$ cat src/rtl/axi_async_chan_rx.sv
// axi_async_chan_rx
// Receive side of one channel of a token-based asynchronous AXI link.
// The remote domain writes a slot of async_data_i and then toggles the
// matching bit of async_writetoken_i. This side synchronizes the tokens,
// treats a slot as full while its synced token differs from the local read
// pointer bit, and moves slots in order into a single output register. It
// toggles the read pointer bit to hand the slot back to the writer.
//
// Ports
//   clk_i               local clock
//   rst_ni              synchronous active-low reset
//   async_data_i        slot array, slot k = [k*DATA_WIDTH +: DATA_WIDTH]
//   async_writetoken_i  remote per-slot write tokens (toggle = slot written)
//   async_readpointer_o local per-slot read tokens (toggle = slot consumed)
//   data_o / valid_o    output beat, held stable while stalled
//   ready_i             consumer accepts the beat
//   occupancy_o         slots seen full locally, output register excluded
module axi_async_chan_rx #(
    parameter int DATA_WIDTH   = 64,
    parameter int BUFFER_WIDTH = 8,
    parameter int SYNC_STAGES  = 2
) (
    input  logic                               clk_i,
    input  logic                               rst_ni,
    input  logic [BUFFER_WIDTH*DATA_WIDTH-1:0] async_data_i,
    input  logic [BUFFER_WIDTH-1:0]            async_writetoken_i,
    output logic [BUFFER_WIDTH-1:0]            async_readpointer_o,
    output logic [DATA_WIDTH-1:0]              data_o,
    output logic                               valid_o,
    input  logic                               ready_i,
    output logic [$clog2(BUFFER_WIDTH+1)-1:0]  occupancy_o
);
    localparam int IDX_W = $clog2(BUFFER_WIDTH);
    localparam int OCC_W = $clog2(BUFFER_WIDTH+1);
    localparam logic [IDX_W-1:0] LAST_IDX = IDX_W'(BUFFER_WIDTH-1);

    // wt_pipe[0] is the first capture stage, wt_pipe[SYNC_STAGES-1] the last
    logic [SYNC_STAGES-1:0][BUFFER_WIDTH-1:0] wt_pipe;
    logic [BUFFER_WIDTH-1:0] wt_sync;
    logic [BUFFER_WIDTH-1:0] rp;
    logic [BUFFER_WIDTH-1:0] slot_full;
    logic [IDX_W-1:0]        rd_idx;
    logic [DATA_WIDTH-1:0]   slot_data [BUFFER_WIDTH];
    logic                    load;

    always_ff @(posedge clk_i) begin
        if (!rst_ni) begin
            wt_pipe <= '0;
        end else begin
            wt_pipe <= {wt_pipe[SYNC_STAGES-2:0], async_writetoken_i};
        end
    end

    assign wt_sync   = wt_pipe[SYNC_STAGES-1];
    assign slot_full = wt_sync ^ rp;

    for (genvar k = 0; k < BUFFER_WIDTH; k++) begin : g_slot
        assign slot_data[k] = async_data_i[k*DATA_WIDTH +: DATA_WIDTH];
    end

    // Slot data is only sampled on the load edge; the writer keeps it
    // stable from its token toggle until our rp toggle reaches it.
    assign load = slot_full[rd_idx] && (!valid_o || ready_i);

    always_ff @(posedge clk_i) begin
        if (!rst_ni) begin
            rp      <= '0;
            rd_idx  <= '0;
            valid_o <= 1'b0;
            data_o  <= '0;
        end else if (load) begin
            data_o  <= slot_data[rd_idx];
            valid_o <= 1'b1;
            rp      <= rp ^ (BUFFER_WIDTH'(1) << rd_idx);
            // explicit wrap so non power-of-two depths work
            rd_idx  <= (rd_idx == LAST_IDX) ? '0 : rd_idx + IDX_W'(1);
        end else if (ready_i && valid_o) begin
            valid_o <= 1'b0;
        end
    end

    assign async_readpointer_o = rp;

    always_comb begin
        occupancy_o = '0;
        for (int k = 0; k < BUFFER_WIDTH; k++) begin
            occupancy_o = occupancy_o + OCC_W'(slot_full[k]);
        end
    end

endmodule

$ cat config.mk
export PLATFORM = sky130hd
export DESIGN_NAME = axi_async_chan_rx
export DESIGN_NICKNAME = d
export VERILOG_FILES = /design/src/rtl/axi_async_chan_rx.sv
export SDC_FILE = /design/constraint.sdc
export NUM_CORES = 1
export LEC_CHECK = 0
export BUFFER_PORTS_ARGS = -buffer_cell sky130_fd_sc_hd__buf_2
export CELL_PAD_IN_SITES_DETAIL_PLACEMENT = 1
export CELL_PAD_IN_SITES_GLOBAL_PLACEMENT = 1
export CORE_AREA = 2 2 231 233
export CTS_BUF_LIST = sky130_fd_sc_hd__clkbuf_8
export CTS_CLUSTER_DIAMETER = 50
export DETAILED_ROUTE_END_ITERATION = 6
export DIE_AREA = 0 0 233 235
export GPL_ROUTABILITY_DRIVEN = 0
export GPL_TIMING_DRIVEN = 0
export PLACE_DENSITY_LB_ADDON = 0.1
export SLEW_MARGIN = 20
export SYNTH_ARGS = -nofsm -noshare
export SYNTH_HDL_FRONTEND = slang
export SYNTH_SLANG_ARGS = --single-unit
$ cat constraint.sdc
create_clock -name clk_i -period 6 [get_ports clk_i]
set_input_delay 0.9 -clock clk_i [delete_from_list [all_inputs] [get_ports clk_i]]
set_output_delay 0.9 -clock clk_i [all_outputs]
set_load 0.02 [all_outputs]
### Yosys cells after proc, flatten, opt, wreduce, memory -nomap -nowiden

Cells that the tools add are included.

| cells by class | value |
|---|---|
| $add $sub $neg | 8 |
| $mul | 0 |
| div/mod/pow operators | 0 |
| order comparisons | 2 |
| equal/unequal tests | 1 |
| shift operators | 1 |
| mux-type cells | 8 |
| bitwise operators | 3 |
| reduce and logical (&&, ||, !) cells | 5 |

Operators by type and width:

| cell | number |
|---|---|
| $bmux W64 S3 | 1 |
| $mux W64 | 2 |
| $add A4 B1 Y4 | 4 |
| $xor A8 B8 Y8 | 2 |
| $shl A1 B3 Y8 const A | 1 |
| $add A3 B1 Y4 | 1 |
| $ge A4 B4 Y1 const B | 1 |
| $lt A3 B4 Y1 const B | 1 |
| $not A3 Y4 | 1 |
| $add A2 B1 Y3 | 1 |
| $add A3 B1 Y3 const B | 1 |
| $bmux W1 S3 | 1 |
| $eq A3 B3 Y1 const B | 1 |
| $mux W1 | 3 |
| $mux W3 | 1 |
| $add A1 B1 Y2 | 1 |
| $logic_and A1 B1 Y1 | 2 |
| $reduce_bool A2 Y1 | 1 |
| $logic_not A1 Y1 | 1 |
| $logic_or A1 B1 Y1 | 1 |

| word-level totals | value |
|---|---|
| flip-flop bits (word level) | 92 |
| latch bits | 0 |
| memory bits (writable) | 0 |
| bits in read-only memories | 0 |
| input port bits | 523 |
| output and inout bits | 77 |
| memories | 0 |

### Logic depth before layout (Yosys ltp)

Gate-level depths: netlist (run 1).

| depth | value |
|---|---|
| depth after elaboration | 8 |
| gate-level depth with buffers | 9 |

### Least setup slack after synthesis (run 1)

Ideal clock, no wire load.

| timing path | value |
|---|---|
| kind | register to output |
| from | register rp[1], in the netlist async_readpointer_o[1] |
| to | output port occupancy_o[2] |
| arrival time | 3136 ps |
| data required time | 5100 ps |
| slack | 1964 ps |
| cell stages (with the launch flop) | 10 |
| path buffers | 0 |
| cell sequence | dfxtp_1 xnor2_1 fa_1 fa_1 fa_1 inv_1 ha_1 inv_1 fa_1 xnor2_1 |

| on the way | value |
|---|---|
| longest elaborated chain between the ends | 8 |

Ends and longest elaborated chain:

| element | RTL line | source |
|---|---|---|
| from (decl) | 40 | `logic [BUFFER_WIDTH-1:0] rp;` |
| from (signal assigned) | 74 | `rp <= rp ^ (BUFFER_WIDTH'(1) << rd_idx);` |
| $xor A8 B8 Y8 | 55 | `assign slot_full = wt_sync ^ rp;` |
| $add A1 B1 Y2 | 87 | `occupancy_o = occupancy_o + OCC_W'(slot_full[k]);` |
| $add A2 B1 Y3 | 87 |  |
| $add A3 B1 Y4 | 87 |  |
| $add A4 B1 Y4 (4 in series) | 87 |  |
| to (decl) | 31 | `output logic [$clog2(BUFFER_WIDTH+1)-1:0] occupancy_o` |

Every way passes these cells.

### Final worst setup path (run 1)

| timing path | value |
|---|---|
| from | register rp[3], in the netlist async_readpointer_o[3] |
| to | output port occupancy_o[2] |

| on the way | value |
|---|---|
| longest elaborated chain between the ends | 6 |

Ends and longest elaborated chain:

| element | RTL line |
|---|---|
| $xor A8 B8 Y8 | 55 |
| $add A3 B1 Y4 | 87 |
| $add A4 B1 Y4 (4 in series) | 87 |

Every way passes these cells.

==> metrics.txt, run 1 <==
vias in the first global route=8887; final hold vios=0; post-synth top area share=about two fifths; EDFF count, synth=0; setup violators final=0; io pins=600; die span in x=233 um; footprint of the multi-input gates=around 5000 um^2; # rows=84; Worst Setup Start Kind=flip-flop; Synth async-reset ratio=0%; Global Route Usage Sum=16.43%; 1st-iter DRT viols=about 330; pwr/cell area=approximately 450 nW/um^2; TNS Setup=0 ps; Main synth FF type=dfxtp_1; CTS Hold Bufs=0; layout cells sized above 1=between 60% and 70%; DIE AREA=54760 um^2; Tcrit/Tclk final=73.87%; Distinct cells, synth=33; Starting Density=between 10 and 15%; worst hold stages=1; setup bufs post-CTS=0; CP required=5100 ps; Max Clock Skew=between 10 and 15 ps; Metal-1 WL=between 15 and 20 mm; largest fanout on the critical path=4; Clock Latency Late Sink=roughly 410 ps; Max IR drop VDD=between 0.0001 and 0.00015 V; Fillers=6139; Leakage=5.305 nW; post_cts resized=0; commonest cells in the netlist=mux4_2, dfxtp_1, mux2i_1; Crit Path Class=reg2out; worst slew pin tran=1003 ps; syn_area_per_cell=roughly 13 um^2; routed vias=slightly below 8k; status=complete, no violations; clock-pin slew on the worst setup and hold paths=about 100 ps; Worst setup EP type=output port; pins over their slew limit=0; Sequential Area=between 1500 and 2000 um^2; Synth area leaders=mux4_2, dfxtp_1, mux2i_1, a211oi_1, nor3_1; met2 wire len=between 20 and 25 mm; Syn Inst Count=590; Slew HR=about 33%; largest net degree at the start of global routing=16; Yosys warnings=0; top sig layer=met5; leading area contributor after synthesis=mux4_2; Avg Vias per Cell=~4.2; number of cells on the worst reg-to-reg path=6; PnR worst setup slack=1568 ps; H-Tree Depth=3; RSZ-0062 raised after global routing=no; Period minus WS final=roughly 4400 ps; DR WL met3=3.253 mm; GR Overflow Total=0; core footprint=52240 um^2; DRT antenna net count=0; HP Class=reg2reg; buffer depth of the longest clock path=2; first-pass GRT wire length=~64 mm; crit path DAT=around 3500 ps; hold slack=about 440 ps; Peak Freq=225.6 MHz; clk sinks=92; setup slack after placement=roughly 1900 ps; Max-cap violations=0; root buffer cell=clkbuf_8; Port Buf Inserts=599; syn nets=1126; initial antenna violation count=9; Detailed Routing Iterations Pass 1=6; most frequent cell after synthesis=mux4_2; total CTS buffers=9; Syn Std Cell Area=roughly 7400 um^2; Post-DP HPWL=between 30 and 40 mm; Final #Nets=1736; Seq/Total Area, Yosys=about a quarter; Area Growth Syn to Fin=54.72%; synthesized flop and latch total=92; DIE HEIGHT=235 um; DRC=0; post-DR wirelength/cell=about 24 um; CTS tree=yes; Routed Wire Length=between 40 and 50 mm
## state kept, by name, indices dropped and copies added (netlist names)
| signal | flops |
|---|---|
| async_readpointer_o | 8 |
| rd_idx | 3 |
| wt_sync | 8 |
| wt_pipe | 8 |
| valid_o | 1 |
| data_o | 64 |
## power by group
group          leakage, nW  internal [mW]  switching, mW
Sequential           0.759          0.854          0.147
Combinational         4.46           1.63           2.10
Clock               0.0873          0.190          0.263
## final cells by class
type	instances	share of cell area, %
multi-input cells	414	44.82
diodes	5	0.1090
clock buffers	9	1.079
flip-flops and latches	92	16.04
clock inverters	6	0.5775
inverters	15	0.4903
plain buffers	69	3.280
repair buffers	599	26.11
well taps	688	7.496
## worst paths after layout
check / startpoint / to / slack (ps)
hold reg to reg: wt_pipe[7]$_SDFF_PN0_ / wt_sync[7]$_SDFF_PN0_ / 440
hold / removal: wt_pipe[7]$_SDFF_PN0_ / wt_sync[7]$_SDFF_PN0_ / 440
setup reg to reg: rd_idx[1]$_SDFFE_PN0P_ / data_o[18]$_SDFFE_PN0P_ / 3370
setup / recovery: async_readpointer_o[3]$_SDFFE_PN0P_ / occupancy_o[2] / 1570
## metrics by stage
step / utilization (%) / area [um^2] / cells / total power, mW
after floorplan: - / 7422 / 590 / 3.533
after global placement: 21.60 / 11280 / 1877 / 4.855
after detailed placement: 21.60 / 11280 / 1877 / 4.865
after CTS: 21.96 / 11470 / 1892 / 5.358
after global routing: 21.97 / 11480 / 1895 / 5.657
final: 21.98 / 11480 / 1897 / 5.187
## routing by layer
metal  track usage, %  vias up
met5                0        -
met4            2.818        2
met2            27.92      282
met3            4.490       23
li1                 -     3606
met1            20.93     3965
## cells by family (layout without fill, tap and decap cells)
kind of cell | Yosys count | count (layout) | synth area share (%)
compound gates | 76 | 76 | 7.788
xor+xnor | 15 | 15 | 1.770
fa+ha+maj | 13 | 13 | 2.596
buf+inv | 84 | 698 | 5.833
flops | 92 | 92 | 24.81
mux | 195 | 195 | 48.04
other cells | 0 | 5 | 0
simple gates | 115 | 115 | 9.154
## layout by cell type, fill, tap and decap left out, drive strengths merged
cell / instances
a211oi: 65
a21oi: 3
a22oi: 1
and2: 18
and3: 1
buf: 643
bufinv: 1
clkbuf: 34
clkinv: 2
clkinvlp: 3
dfxtp: 92
diode: 5
fa: 4
ha: 9
inv: 15
mux2i: 66
mux4: 129
nand2: 6
nand2b: 3
nand3: 6
nand4: 3
nor2: 11
nor2b: 3
nor3: 64
o21a: 1
o21ai: 5
o2bb2a: 1
xnor2: 4
xor2: 11
## worst max-delay path, stage by stage (launching register included)
cell	delay, ps
dfxtp_1	370
xnor2_1	330
fa_1	480
fa_1	510
fa_1	400
inv_1	70
ha_1	150
inv_1	60
fa_1	420
xnor2_1	150
buf_2	180
Power figures use the tool's default switching activity.
==> inputs of run 2 (changes only) <==
- CORE_AREA: 2 2 231 233 -> 2 2 232 234
- DIE_AREA: 0 0 233 235 -> 0 0 234 236
- clock period: 6 -> 4.3 ns (I/O delays scaled with it)
==> metrics.txt, run 2 (synthesis results as in run 1) <==
status=complete, no violations (unchanged); DIE AREA=55220 um^2 (was 54760 um^2); Area Growth Syn to Fin=54.94% (was 54.72%); worst slew pin tran=1024 ps (was 1003 ps); CP top delay family=adder cells (unchanged); clk sinks=92 (unchanged); CTS tree=yes (unchanged); most flop-heavy register=data_o (unchanged); Critical-path top delay cell=fa_1 (unchanged); core footprint=53070 um^2 (was 52240 um^2); Max-cap violations=0 (unchanged); CP required=3650 ps (was 5100 ps); pwr/cell area=632.2 nW/um^2 (was 451.7 nW/um^2); post-DR wirelength/cell=23.81 um (was 23.98 um); Worst setup EP type=output port (unchanged); DRT antenna net count=0 (unchanged); initial antenna violation count=7 (was 9); Reg power frac=18.8% (was 19.3%); crit path DAT=3450 ps (was 3530 ps); total net switching power=3.579 mW (was 2.509 mW); buffer depth of the longest clock path=2 (unchanged); vias in the first global route=9068 (was 8887); io pins=600 (unchanged); TNS Setup=0 ps (unchanged); setup violators final=0 (unchanged); PnR worst setup slack=205.7 ps (was 1568 ps); CTS Hold Bufs=0 (unchanged); Worst Setup Start Kind=flip-flop (unchanged); r2r setup slk=1240 ps (was 3370 ps); 1st-iter DRT viols=186 (was 325); RSZ-0062 raised after global routing=no (unchanged); Critical Path, Cell by Cell=xnor2_2, fa_1, fa_1, fa_1, inv_1, ha_1, inv_1, fa_1, xnor2_1, buf_2 (was xnor2_1, fa_1, fa_1, fa_1, inv_1, ha_1, inv_1, fa_1, xnor2_1, buf_2); Max IR drop VDD=0.0001842 V (was 0.0001016 V); clock power share=7.8% (was 8.7%); Clock Latency Late Sink=390 ps (was 410 ps); final hold vios=0 (unchanged); Detailed Routing Iterations Pass 1=4 (was 6); layout cells sized above 1=67.39% (was 67.11%); routed vias=7893 (was 7878); Critical path buffers and inverters=3 (unchanged); footprint of the multi-input gates=5170 um^2 (was 5147 um^2); largest fanout on the critical path=3 (was 4); Routed Wire Length=45.39 mm (was 45.50 mm); pins over their slew limit=0 (unchanged); commonest non-fill, non-tap cell in the layout=buf_2 (unchanged); most frequent cells in the layout=buf_2, mux4_2, dfxtp_1 (unchanged); Max Clock Skew=11.43 ps (was 13.48 ps); combinational power share=73.4% (was 72.0%); DIE HEIGHT=236 um (was 235 um); Post-DP HPWL=39.09 mm (was 39.22 mm); Tcrit/Tclk final=a little over nine tenths; Port Buf Inserts=599 (unchanged); Final #Nets=1737 (was 1736); Fillers=6244 (was 6139); Crit Path Class=reg2out (unchanged); # rows=85 (was 84); Starting Density=13.99% (was 14.21%); root buffer cell=clkbuf_8 (unchanged); first-pass GRT wire length=63.62 mm (was 64.31 mm); HP Class=reg2reg (unchanged); Leakage=5.312 nW (was 5.305 nW); Slew HR=31.73% (was 33.10%); total CTS buffers=9 (unchanged); Avg Vias per Cell=4.141 (was 4.153); DRC=0 (unchanged); Switching Fraction=49.23% (was 48.36%); largest net degree at the start of global routing=16 (unchanged); setup slack after placement=434.6 ps (was 1926 ps); max reg flops=64 (unchanged); clock-pin slew on the worst setup and hold paths=100 ps (about the same); Period minus WS final=slightly above 4000 ps; Peak Freq=244.2 MHz; Sequential Area=1843 um^2 (was 1842 um^2); Global Route Usage Sum=16.13% (was 16.43%); H-Tree Depth=3 (unchanged); GR Overflow Total=0 (unchanged); CP max stage delay=510 ps (about the same); P_int=3.691 mW (was 2.679 mW); die span in x=234 um (was 233 um); Top cell by count, worst path=fa_1 (unchanged)
run 2: power by group through the flow:
stage	combinational [mW]	clock [mW]	sequential, mW
CTS	5.56	0.613	1.37
global placement	5.51	0	1.38
finish	5.33	0.567	1.37
floorplan	3.17	0	1.75
detailed placement	5.54	0	1.39
global route	5.86	0.633	1.42
run 2: metrics by stage:
stage          area (um^2)  std cells  total power [mW]  hold slack (ps)  util (%)
2_1_floorplan         7422        590             4.929            411.9         -
3_3_place_gp         11290       1885             6.897            415.7     21.28
3_5_place_dp         11290       1885             6.931            421.6     21.28
4_1_cts              11460       1900             7.549            413.2     21.60
5_1_grt              11490       1903             7.914            425.1     21.66
6_report             11500       1906             7.270            444.2     21.67
run 2: path summary, 6_finish.rpt:
check                                            from                 endpoint  depth (start not counted)
setup / recovery  async_readpointer_o[1]$_SDFFE_PN0P_           occupancy_o[2]                         10
setup reg to reg               rd_idx[1]$_SDFFE_PN0P_  data_o[32]$_SDFFE_PN0P_                          6
hold / removal                  wt_pipe[4]$_SDFF_PN0_    wt_sync[4]$_SDFF_PN0_                          1
hold reg to reg                 wt_pipe[4]$_SDFF_PN0_    wt_sync[4]$_SDFF_PN0_                          1
run 2: what timing repair did:
action	CTS	global route
setup endpoints to repair	1	2
pin swaps	0	1
cloned	0	0
resized for setup	1	3
buffers inserted	0	1
run 2: final cells by class:
cell class                 count  area share (%)
tap                          696           7.573
sequential                    92           16.03
clock inverter                 6          0.3590
timing repair buffer         600           26.13
inverter                      15          0.4896
antenna                        5          0.1088
clock buffer                   9           1.077
multi-input combinational    414           44.96
buffer                        69           3.275
run 2: worst register-to-register path: stages (launching register included):
cell	delay [ps]
dfxtp_1	370
buf_2	320
buf_2	430
buf_1	790
mux4_2	430
mux2i_1	440
a211oi_1	140
run 2: metal layers:
metal	part of all wire, %	vias to the layer above	routed length, um	GRT usage (%)
li1	-	3618	-	-
met1	37	3929	17020	17.57
met2	53	298	24170	30.58
met3	6.7	42	3037	4.050
met4	2.5	6	1115	4.047
met5	0.10	-	46	0
==> inputs of run 3 (changes only) <==
--- a/config.mk
+++ b/config.mk
@@ -13,2 +13,3 @@
 export CTS_CLUSTER_DIAMETER = 50
+export CTS_CLUSTER_SIZE = 25
 export DETAILED_ROUTE_END_ITERATION = 6
==> constraint.sdc (replaced) <==
create_clock -name clk_i -period 4.3 [get_ports clk_i]
set_input_delay 0.215 -clock clk_i [delete_from_list [all_inputs] [get_ports clk_i]]
set_output_delay 0.215 -clock clk_i [all_outputs]
set_load 0.02 [all_outputs]
==> metrics.txt, run 3 (synthesis results as in run 1) <==
P_int=3.687 mW (was 3.691 mW); Final #Nets=1741 (was 1737); post-DR wirelength/cell=23.77 um (was 23.81 um); r2r setup slk=1260 ps (was 1240 ps); worst hold stages=2 (was 1); pwr/cell area=630.8 nW/um^2 (was 632.2 nW/um^2); Leakage=5.322 nW (was 5.312 nW); DIE HEIGHT=236 um (unchanged); Clock Latency Late Sink=390 ps (about the same); number of cells on the worst reg-to-reg path=6 (unchanged); RSZ-0062 raised after global routing=no (unchanged); H-Tree Depth=3 (unchanged); HP Class=in2reg (was reg2reg); combinational power share=73.4% (about the same); core footprint=53070 um^2 (unchanged); RR Endpoint=data_o[32]$_SDFFE_PN0P_ (unchanged); max reg flops=64 (unchanged); total CTS buffers=9 (unchanged); hold endpoint=wt_pipe[2]$_SDFF_PN0_ (was wt_sync[4]$_SDFF_PN0_); Top cell by count, worst path=fa_1 (unchanged); most flop-heavy register=data_o (unchanged); setup violators final=0 (unchanged); TNS Setup=0 ps (unchanged); buffer depth of the longest clock path=2 (unchanged); Tcrit/Tclk final=87.84% (was 95.22%); Port Buf Inserts=599 (unchanged); post-route insts no fill=1910 (was 1906); setup bufs post-CTS=0 (unchanged); DIE AREA=55220 um^2 (unchanged); most frequent cells in the layout=buf_2, mux4_2, dfxtp_1 (unchanged); first-pass GRT wire length=63.64 mm (was 63.62 mm); CTS tree=yes (unchanged); crit path DAT=3560 ps (was 3450 ps); CP top delay family=adder cells (unchanged); Detailed Routing Iterations Pass 1=4 (unchanged); 1st-iter DRT viols=193 (was 186); GR Overflow Total=0 (unchanged); Max IR drop VDD=0.0001850 V (was 0.0001842 V); vias in the first global route=9081 (was 9068); root buffer cell=clkbuf_8 (unchanged); Critical-path top delay cell=fa_1 (unchanged); CP required=4090 ps (was 3650 ps); clock power share=7.8% (about the same); Critical path buffers and inverters=3 (unchanged); total net switching power=3.579 mW (about the same); layout cells sized above 1=66.75% (was 67.39%); CP max stage delay=510 ps (about the same); commonest non-fill, non-tap cell in the layout=buf_2 (unchanged); clock-pin slew on the worst setup and hold paths=100 ps (about the same); io pins=600 (unchanged); # rows=85 (unchanged); worst slew pin tran=1024 ps (about the same); status=complete, no violations (unchanged); initial antenna violation count=7 (unchanged); PnR worst setup slack=523.0 ps (was 205.7 ps); HP Start=async_writetoken_i[2] (was wt_pipe[4]$_SDFF_PN0_); Design Power=7.266 mW (was 7.270 mW); Crit Path Class=reg2out (unchanged); Max Clock Skew=10.67 ps (was 11.43 ps); Starting Density=13.99% (unchanged); pins over their slew limit=0 (unchanged); met2 wire len=24.21 mm (was 24.17 mm); r2r startpoint=rd_idx[1]$_SDFFE_PN0P_ (unchanged); clk sinks=92 (unchanged); Avg Vias per Cell=4.147 (was 4.141); Worst Setup Start Kind=flip-flop (unchanged); setup slack after placement=864.6 ps (was 434.6 ps); final hold vios=0 (unchanged); routed vias=7920 (was 7893); die span in x=234 um (unchanged); largest fanout on the critical path=3 (unchanged); Period minus WS final=3777 ps (was 4094 ps); top sig layer=met5 (unchanged); Max-cap violations=0 (unchanged); Placed Cells=1885 (unchanged); Reg power frac=18.8% (about the same); Post-DP HPWL=39.09 mm (unchanged); Metal-1 WL=17.04 mm (was 17.02 mm); Routed Wire Length=45.39 mm (about the same); DRC=0 (unchanged); Slew HR=31.73% (about the same); Worst setup EP type=output port (unchanged); Peak Freq=264.8 MHz (was 244.2 MHz); Critical Path, Cell by Cell=xnor2_1, fa_1, fa_1, fa_1, inv_1, ha_1, inv_1, fa_1, xnor2_1, buf_2 (was xnor2_2, fa_1, fa_1, fa_1, inv_1, ha_1, inv_1, fa_1, xnor2_1, buf_2); Area Growth Syn to Fin=55.19% (was 54.94%); Fillers=6244 (unchanged); Global Route Usage Sum=16.13% (unchanged); Switching Fraction=49.26% (was 49.23%); DRT antenna net count=0 (unchanged); DR WL met3=3.004 mm (was 3.037 mm); largest net degree at the start of global routing=16 (unchanged)
## run 3: cell types whose count changed in the layout (fill, tap and decap cells not counted), sizes merged
cell         previous run  this run
buf                   644       643
dlygate4sd3             0         5
## run 3: worst max-delay path by stage
stage	endpoint	slack [ps]	startpoint	cells after the start
final	occupancy_o[2]	520	async_readpointer_o[1]$_SDFFE_PN0P_	10
after global routing	occupancy_o[2]	260	async_readpointer_o[1]$_SDFFE_PN0P_	10
after CTS	occupancy_o[2]	400	async_readpointer_o[1]$_SDFFE_PN0P_	10
after detailed placement	occupancy_o[2]	860	async_readpointer_o[1]$_SDFFE_PN0P_	10
after global placement	occupancy_o[2]	850	async_readpointer_o[1]$_SDFFE_PN0P_	10
after floorplan	occupancy_o[2]	950	async_readpointer_o[1]$_SDFFE_PN0P_	9
## run 3: per-stage QoR
step | instance area, um^2 | hold WS [ps] | util (%)
5_1_grt | 11510 | 18.55 | 21.69
3_3_place_gp | 11290 | 415.7 | 21.28
6_report | 11520 | 39.95 | 21.70
3_5_place_dp | 11290 | 421.6 | 21.28
2_1_floorplan | 7422 | 342.3 | -
4_1_cts | 11510 | 14.18 | 21.68
## run 3: what timing repair did
item                                   4_1_cts  5_1_grt
endpoints found under the hold margin        5        0
gates resized for setup                      0        0
hold buffers                                 5        0
## run 3: worst reg2reg max path, cell delays in order, from the launching register on
cell and delay [ps]:
dfxtp_1 370, buf_2 320, buf_2 430, buf_1 780
mux4_2 430, mux2i_1 440, a211oi_1 140
## run 3: area by class of cell
class / instances / area [um^2] / share of cell area, %
multi-input cells: 414 / 5147 / 44.69
repair buffers: 604 / 3048 / 26.46
flip-flops and latches: 92 / 1842 / 15.99
well taps: 696 / 870.8 / 7.560
plain buffers: 69 / 376.6 / 3.270
clock buffers: 9 / 123.9 / 1.075
inverters: 15 / 56.30 / 0.4888
clock inverters: 6 / 41.29 / 0.3585
diodes: 5 / 12.51 / 0.1086
## run 3: power by group through the flow
stage                     registers (mW)  logic, mW  clock network (mW)
after floorplan                     1.75       3.17                   0
after global placement              1.38       5.51                   0
after detailed placement            1.39       5.54                   0
after CTS                           1.37       5.56               0.613
after global routing                1.41       5.86               0.633
final                               1.37       5.33               0.569
## run 3: routing by layer
| metal | vias up | GRT usage (%) |
|---|---|---|
| li1 | 3622 | - |
| met1 | 3952 | 17.58 |
| met2 | 300 | 30.60 |
| met3 | 40 | 4.014 |
| met4 | 6 | 4.047 |
| met5 | - | 0 |
